`config.mk`:
```
export PLATFORM = sky130hd
export DESIGN_NAME = tdm_demux
export DESIGN_NICKNAME = d
export VERILOG_FILES = /design/src/rtl/tdm_pkg.sv /design/src/rtl/tdm_slot_counter.sv /design/src/rtl/tdm_demux.sv
export SDC_FILE = /design/constraint.sdc
export NUM_CORES = 1
export LEC_CHECK = 0
export CORE_AREA = 2 2 39 41
export CTS_CLUSTER_SIZE = 28
export DETAILED_ROUTE_END_ITERATION = 16
export DIE_AREA = 0 0 41 43
export GPL_ROUTABILITY_DRIVEN = 0
export HOLD_SLACK_MARGIN = 0.1
export PLACE_DENSITY = 0.48
export RECOVER_POWER = 50
export SLEW_MARGIN = 20
export SYNTH_ARGS = -nofsm -noshare
export SYNTH_HDL_FRONTEND = slang
export SYNTH_SLANG_ARGS = --single-unit
```
`constraint.sdc`:
```
create_clock -name clk -period 1.05 [get_ports clk]
set_input_delay 0.21 -clock clk [delete_from_list [all_inputs] [get_ports clk]]
set_output_delay 0.21 -clock clk [all_outputs]
set_load 0.05 [all_outputs]
```
`src/rtl/tdm_pkg.sv`:
```
// tdm_pkg: shared sizing helpers for the TDM receive path
package tdm_pkg;
  function automatic int clog2(input int n);
    int r;
    r = 0;
    while ((1 << r) < n) r++;
    return r;
  endfunction
  function automatic int slot_w(input int n);
    return (n > 2) ? clog2(n) : 1;
  endfunction
endpackage

```
`src/rtl/tdm_slot_counter.sv`:
```
// tdm_slot_counter: mod-CHANNELS slot index with increment, load-to-1 and sync clear
module tdm_slot_counter
  import tdm_pkg::*;
#(
  parameter int CHANNELS = 2,
  localparam int SLOT_W = slot_w(CHANNELS)
) (
  input  logic              clk,
  input  logic              clr,
  input  logic              inc,
  input  logic              load,
  output logic [SLOT_W-1:0] sel,
  output logic              last
);
  assign last = sel == SLOT_W'(CHANNELS - 1);
  always_ff @(posedge clk)
    sel <= clr ? '0 : load ? SLOT_W'(1) : inc ? (last ? '0 : sel + SLOT_W'(1)) : sel;
endmodule

```
`src/rtl/tdm_demux.sv`:
```
// tdm_demux: TDM receive demultiplexer rebuilding CHANNELS parallel words from a slot stream
module tdm_demux
  import tdm_pkg::*;
#(
  parameter int CHANNELS = 2,
  parameter int WIDTH = 1,
  localparam int SLOT_W = slot_w(CHANNELS)
) (
  input  logic                      clk,
  input  logic                      rst,
  input  logic                      en,
  input  logic [WIDTH-1:0]          din,
  input  logic                      sync,
  output logic [SLOT_W-1:0]         sel,
  output logic [CHANNELS*WIDTH-1:0] D,
  output logic                      valid,
  output logic                      locked,
  output logic                      sync_err
);
  logic                          last;
  logic                          done;
  logic [SLOT_W-1:0]             idx;
  logic [(CHANNELS-1)*WIDTH-1:0] stg;
  // sync always restarts at slot 0 so the counter reloads to 1 regardless of lock state
  tdm_slot_counter #(.CHANNELS(CHANNELS)) u_cnt (
    .clk (clk),
    .clr (rst),
    .inc (en & locked & ~sync),
    .load(en & sync),
    .sel (sel),
    .last(last)
  );
  always_comb begin
    done = en & locked & ~sync & last;
    idx = sync ? '0 : sel;
  end
  // the last slot bypasses staging and lands in D directly
  always_ff @(posedge clk) begin
    if (rst) begin
      D <= '0;
      valid <= 1'b0;
      locked <= 1'b0;
      sync_err <= 1'b0;
      stg <= '0;
    end else begin
      valid <= done;
      sync_err <= en & sync & (sel != '0);
      locked <= locked | (en & sync);
      if (done) D <= {din, stg};
      for (int k = 0; k < CHANNELS - 1; k++)
        if (en & (sync | locked) & (idx == SLOT_W'(k))) stg[k*WIDTH +: WIDTH] <= din;
    end
  end
endmodule

```
## Word-level counts from Yosys, hierarchy flattened

Cells that the tools add are included.

| storage, ports and cells | value |
|---|---|
| output and inout port bits | 6 |
| register bits | 7 |
| logic and storage cells | 23 |

| operators by class | value |
|---|---|
| muxes and demuxes | 4 |
| reduce and logical (&&, ||, !) cells | 1 |
| $add $sub $neg | 1 |
| bitwise gates (word level) | 11 |

Operator list:

| kind | number |
|---|---|
| 1-bit AND | 7 |
| 1-bit 2-to-1 mux | 4 |
| 1-bit inverter | 2 |
| 1-bit OR | 2 |
| 2-bit nonzero test | 1 |
| 1-bit adder (second input constant) | 1 |

## Longest topological paths before layout

| logic depth | value |
|---|---|
| depth in word-level cells | 4 |
| gate-level depth with buffers | 3 |
| gate-level depth less buffers | 3 |

## Hierarchy

From an unflattened synthesis, not the netlist that was laid out.

| unflattened totals | value |
|---|---|
| cell total of the unflattened synthesis | 28 |
| area total of the unflattened synthesis | 272.8 sq um |

By module, submodules not included:

| module | area an instance (sq um) | instances | cells an instance |
|---|---|---|---|
| tdm_demux | 227.7 | 1 | 23 |
| tdm_slot_counter | 45.0 | 1 | 5 |

## Worst setup path after synthesis

OpenSTA, ideal clock, no wires.

| timing | value |
|---|---|
| path kind | register to register |
| start point | register locked |
| end point | register D[0] |
| path slack | -193 ps |
| arrival | 1120 ps |
| setup time | 123 ps |
| data required time | 927 ps |
| cell stages (with the launch flop) | 4 |
| cell sequence | dfxtp_1 -> nand4b_1 -> mux2i_1 -> nor2_1 |

| on the way | value |
|---|---|
| word-level cells in the longest chain between the ends | 3 |

RTL lines:

| element | RTL line | text |
|---|---|---|
| from (decl) | tdm_demux.sv:17 | `output logic locked,` |
| from (signal assigned) | tdm_demux.sv:48 | `locked <= locked \| (en & sync);` |
| 1-bit AND (3 in series) | tdm_demux.sv:34 | `done = en & locked & ~sync & last;` |
| to (signal assigned) | tdm_demux.sv:49 | `if (done) D <= {din, stg};` |
| to (decl) | tdm_demux.sv:15 | `output logic [CHANNELS*WIDTH-1:0] D,` |

No other way between the ends.
A chain may end at the register's enable or synchronous reset.

## Worst setup path in the final report

| timing | value |
|---|---|
| start point | register locked |
| end point | output port locked |

No word-level cell between the ends.

==> flow_summary_export.csv <==
group,metric,value,unit
logic_synthesis,synthDistinctLibCells,13,
critical_path,slowest_stage,"dfxtp_2",
floorplanning,fp.dieW,41,µm
final_layout,final_cell_mix,"dfxtp_1, nor2_1, clkbuf_4",
critical_path,path_delay_family,"flip-flops",
critical_path,arrival,0.80,ns
final_layout,area_delta_synth_final,75.5,%
logic_synthesis,ys_seq_area_share,52.8,%
critical_path,crit_fanout,6,
clock_tree,cts-resized-gates,0,
global_route,grt_use_met2,10.6,%
critical_path,r2r-start,"locked$_SDFF_PP0_",
critical_path,critPathRequiredTime,0.84,ns
timing,relSlewSlack,82.8,%
critical_path,crit_type,"reg2out",
global_route,grt_use_met1,9.35,%
final_layout,num_antenna_cells,0,
timing,finalSetupTns,0,ns
floorplanning,initial_core_util,19.2,%
worst_hold_path,min_to,"locked$_SDFF_PP0_",
logic_synthesis,synth_area_per_cell,9.47,µm²
clock_tree,cts_setup_buffers,0,
logic_synthesis,synth_area,265,µm²
routing,ant_nets,0,
final_layout,finalNetCount,49,
place,post_dp_cell_area,459,µm²
clock_tree,clk_pin_slew,0.05,ns
critical_path,cp-start-kind,"register",
routing,dr.pass1.iters,1,
routing,drt-initial-drc-count,0,
final_layout,fillers,148,
clock_tree,cts_tree,"yes",
routing,viasPerCell,4.37,
routing,detailroute.via_count,258,
power,p_leak,0.212,nW
critical_path,crit_buf_inv,1,
power,power.density,1360,nW/µm²
global_route,grt_pass1_wl,931,µm
timing,setup_viol,0,
logic_synthesis,synth_cells,28,
clock_tree,cts_root_buffer,"clkbuf_4",
final_layout,drive_above_1_share,30.2,%
logic_synthesis,yosys_register_bits,7,
critical_path,worstPathCellList,"buf_12",
final_layout,design_area,465,µm²
global_route,use_met3,3.66,%
floorplanning,die_h,43,µm
critical_path,reg2reg_slack,0.11,ns
clock_tree,ctsHoldBuffers,0,
clock_tree,clk_latency,0.25,ns
power,ir_worst_vdd,0.000829,V
critical_path,reg2reg_to,"D[1]$_SDFFE_PP0P_",
timing,worstMarginPinSlew,0.257,ns
critical_path,reg2regPathDepth,3,
global_route,antenna_found_initial,0,
global_route,grt_pass1_vias,237,
global_route,grt_overflow_total,0,
floorplanning,rows,14,
floorplanning,fp.coreArea,1380,µm²
timing,finalCriticalPeriod,1.01,ns
place,io_buffers,10,
logic_synthesis,syn_nets,33,
timing,max_freq,989,MHz
critical_path,cpPeakStageDelay,0.40,ns
run,drv_cap,0,
logic_synthesis,yosys_warnings,0,
timing,rsz0062_at_grt,"no",
clock_tree,max-clock-path-buffers,2,
run_status,status,"finished, final reports clean",
routing,wirelength,597,µm
worst_hold_path,min_path_type,"in2reg",
timing,setup_ws,0.0391,ns
clock_tree,h-tree-depth,1,
global_route,grt_max_degree,9,
clock_tree,cts.sinks,7,
place,dpl_worst_slack,-0.204,ns
timing,drv_slew,0,
critical_path,end_kind,"output pin",
clock_tree,cts-buffers-inserted,3,
routing,wl_per_cell,10.1,µm
floorplanning,boundaryPins,11,
routing,drc,0,
place,hpwl,444,µm
timing,hold_violations,0,
worst_hold_path,min_path_cells,3,
floorplanning,die-area,1760,µm²
global_route,grt_busiest_layer,"met2",
timing,finClkSkew,0.00196,ns
worst_hold_path,holdCritStartpoint,"en",
global_route,track_usage,8.54,%
timing,fin_crit_sh,96.3,%
## routing by layer
layer / vias to the layer above / share of wire [%] / wire (µm)
met4: 0 / 4.5 / 27
li1: 126 / - / -
met1: 115 / 45 / 270
met2: 13 / 40 / 237
met3: 4 / 11 / 63
met5: - / 0 / 0
## synthesized netlist by cell type (all sizes together)
| cell type | count | area, µm² |
|---|---|---|
| nor2 | 5 | 18.8 |
| nand2b | 3 | 18.8 |
| nor3 | 2 | 10.0 |
| a21oi | 1 | 5.00 |
| o21a | 1 | 7.51 |
| nand2 | 1 | 3.75 |
| nor3b | 1 | 7.51 |
| nand4b | 1 | 8.76 |
| clkbuf | 1 | 3.75 |
| mux2i | 3 | 30.0 |
| o21ai | 1 | 5.00 |
| nor2b | 1 | 6.26 |
| dfxtp | 7 | 140 |
## kinds of logic (layout without fill, tap and decap cells)
family	Yosys count	in the layout	synth area share (%)
and+or+nand+nor	14	14	27.8
DFF	7	7	52.8
AOI/OAI and AO/OA	3	3	6.60
muxes	3	3	11.3
buffers and inverters	1	16	1.41
## state kept, by name, indices dropped and copies added, names as in the netlist
name        flops
sync_err        1
stg             1
valid           1
u_cnt.last      1
D               2
locked          1
## cell type report
class	count	area [µm²]	area share, %
Clock buffer	4	26.3	5.65
Multi-Input combinational cell	20	121	26.1
Sequential cell	7	143	30.6
Tap cell	16	20.0	4.30
Timing Repair Buffer	12	155	33.3
## stage by stage
step / hold WS, ns / utilization (%) / total power (W) / std cells
finish: 0.286 / 33.6 / 0.000635 / 59
floorplan: 0.350 / - / 0.000339 / 28
CTS: 0.493 / 35.1 / 0.000649 / 59
detailed placement: 0.484 / 33.2 / 0.000400 / 55
global route: 0.333 / 33.6 / 0.000670 / 59
global placement: 0.470 / 33.2 / 0.000399 / 55
## report_power, final
group | internal (W) | switching, W
clock network | 0.000145 | 0.0000990
registers | 0.000277 | 0.0000129
logic | 0.0000535 | 0.0000476
total | 0.000475 | 0.000160
## worst max path at each step
stage                      start                end  slack (ns)  depth (start not counted)
6_report       locked$_SDFF_PP0_             locked        0.04                          1
5_1_grt        locked$_SDFF_PP0_             locked       0.006                          1
4_1_cts        locked$_SDFF_PP0_             locked        0.03                          1
3_5_place_dp                sync  D[1]$_SDFFE_PP0P_       -0.20                          4
3_3_place_gp                  en  D[1]$_SDFFE_PP0P_       -0.20                          4
2_1_floorplan  locked$_SDFF_PP0_  D[0]$_SDFFE_PP0P_        0.02                          3
Note: power is estimated with default switching activity, not from simulation.
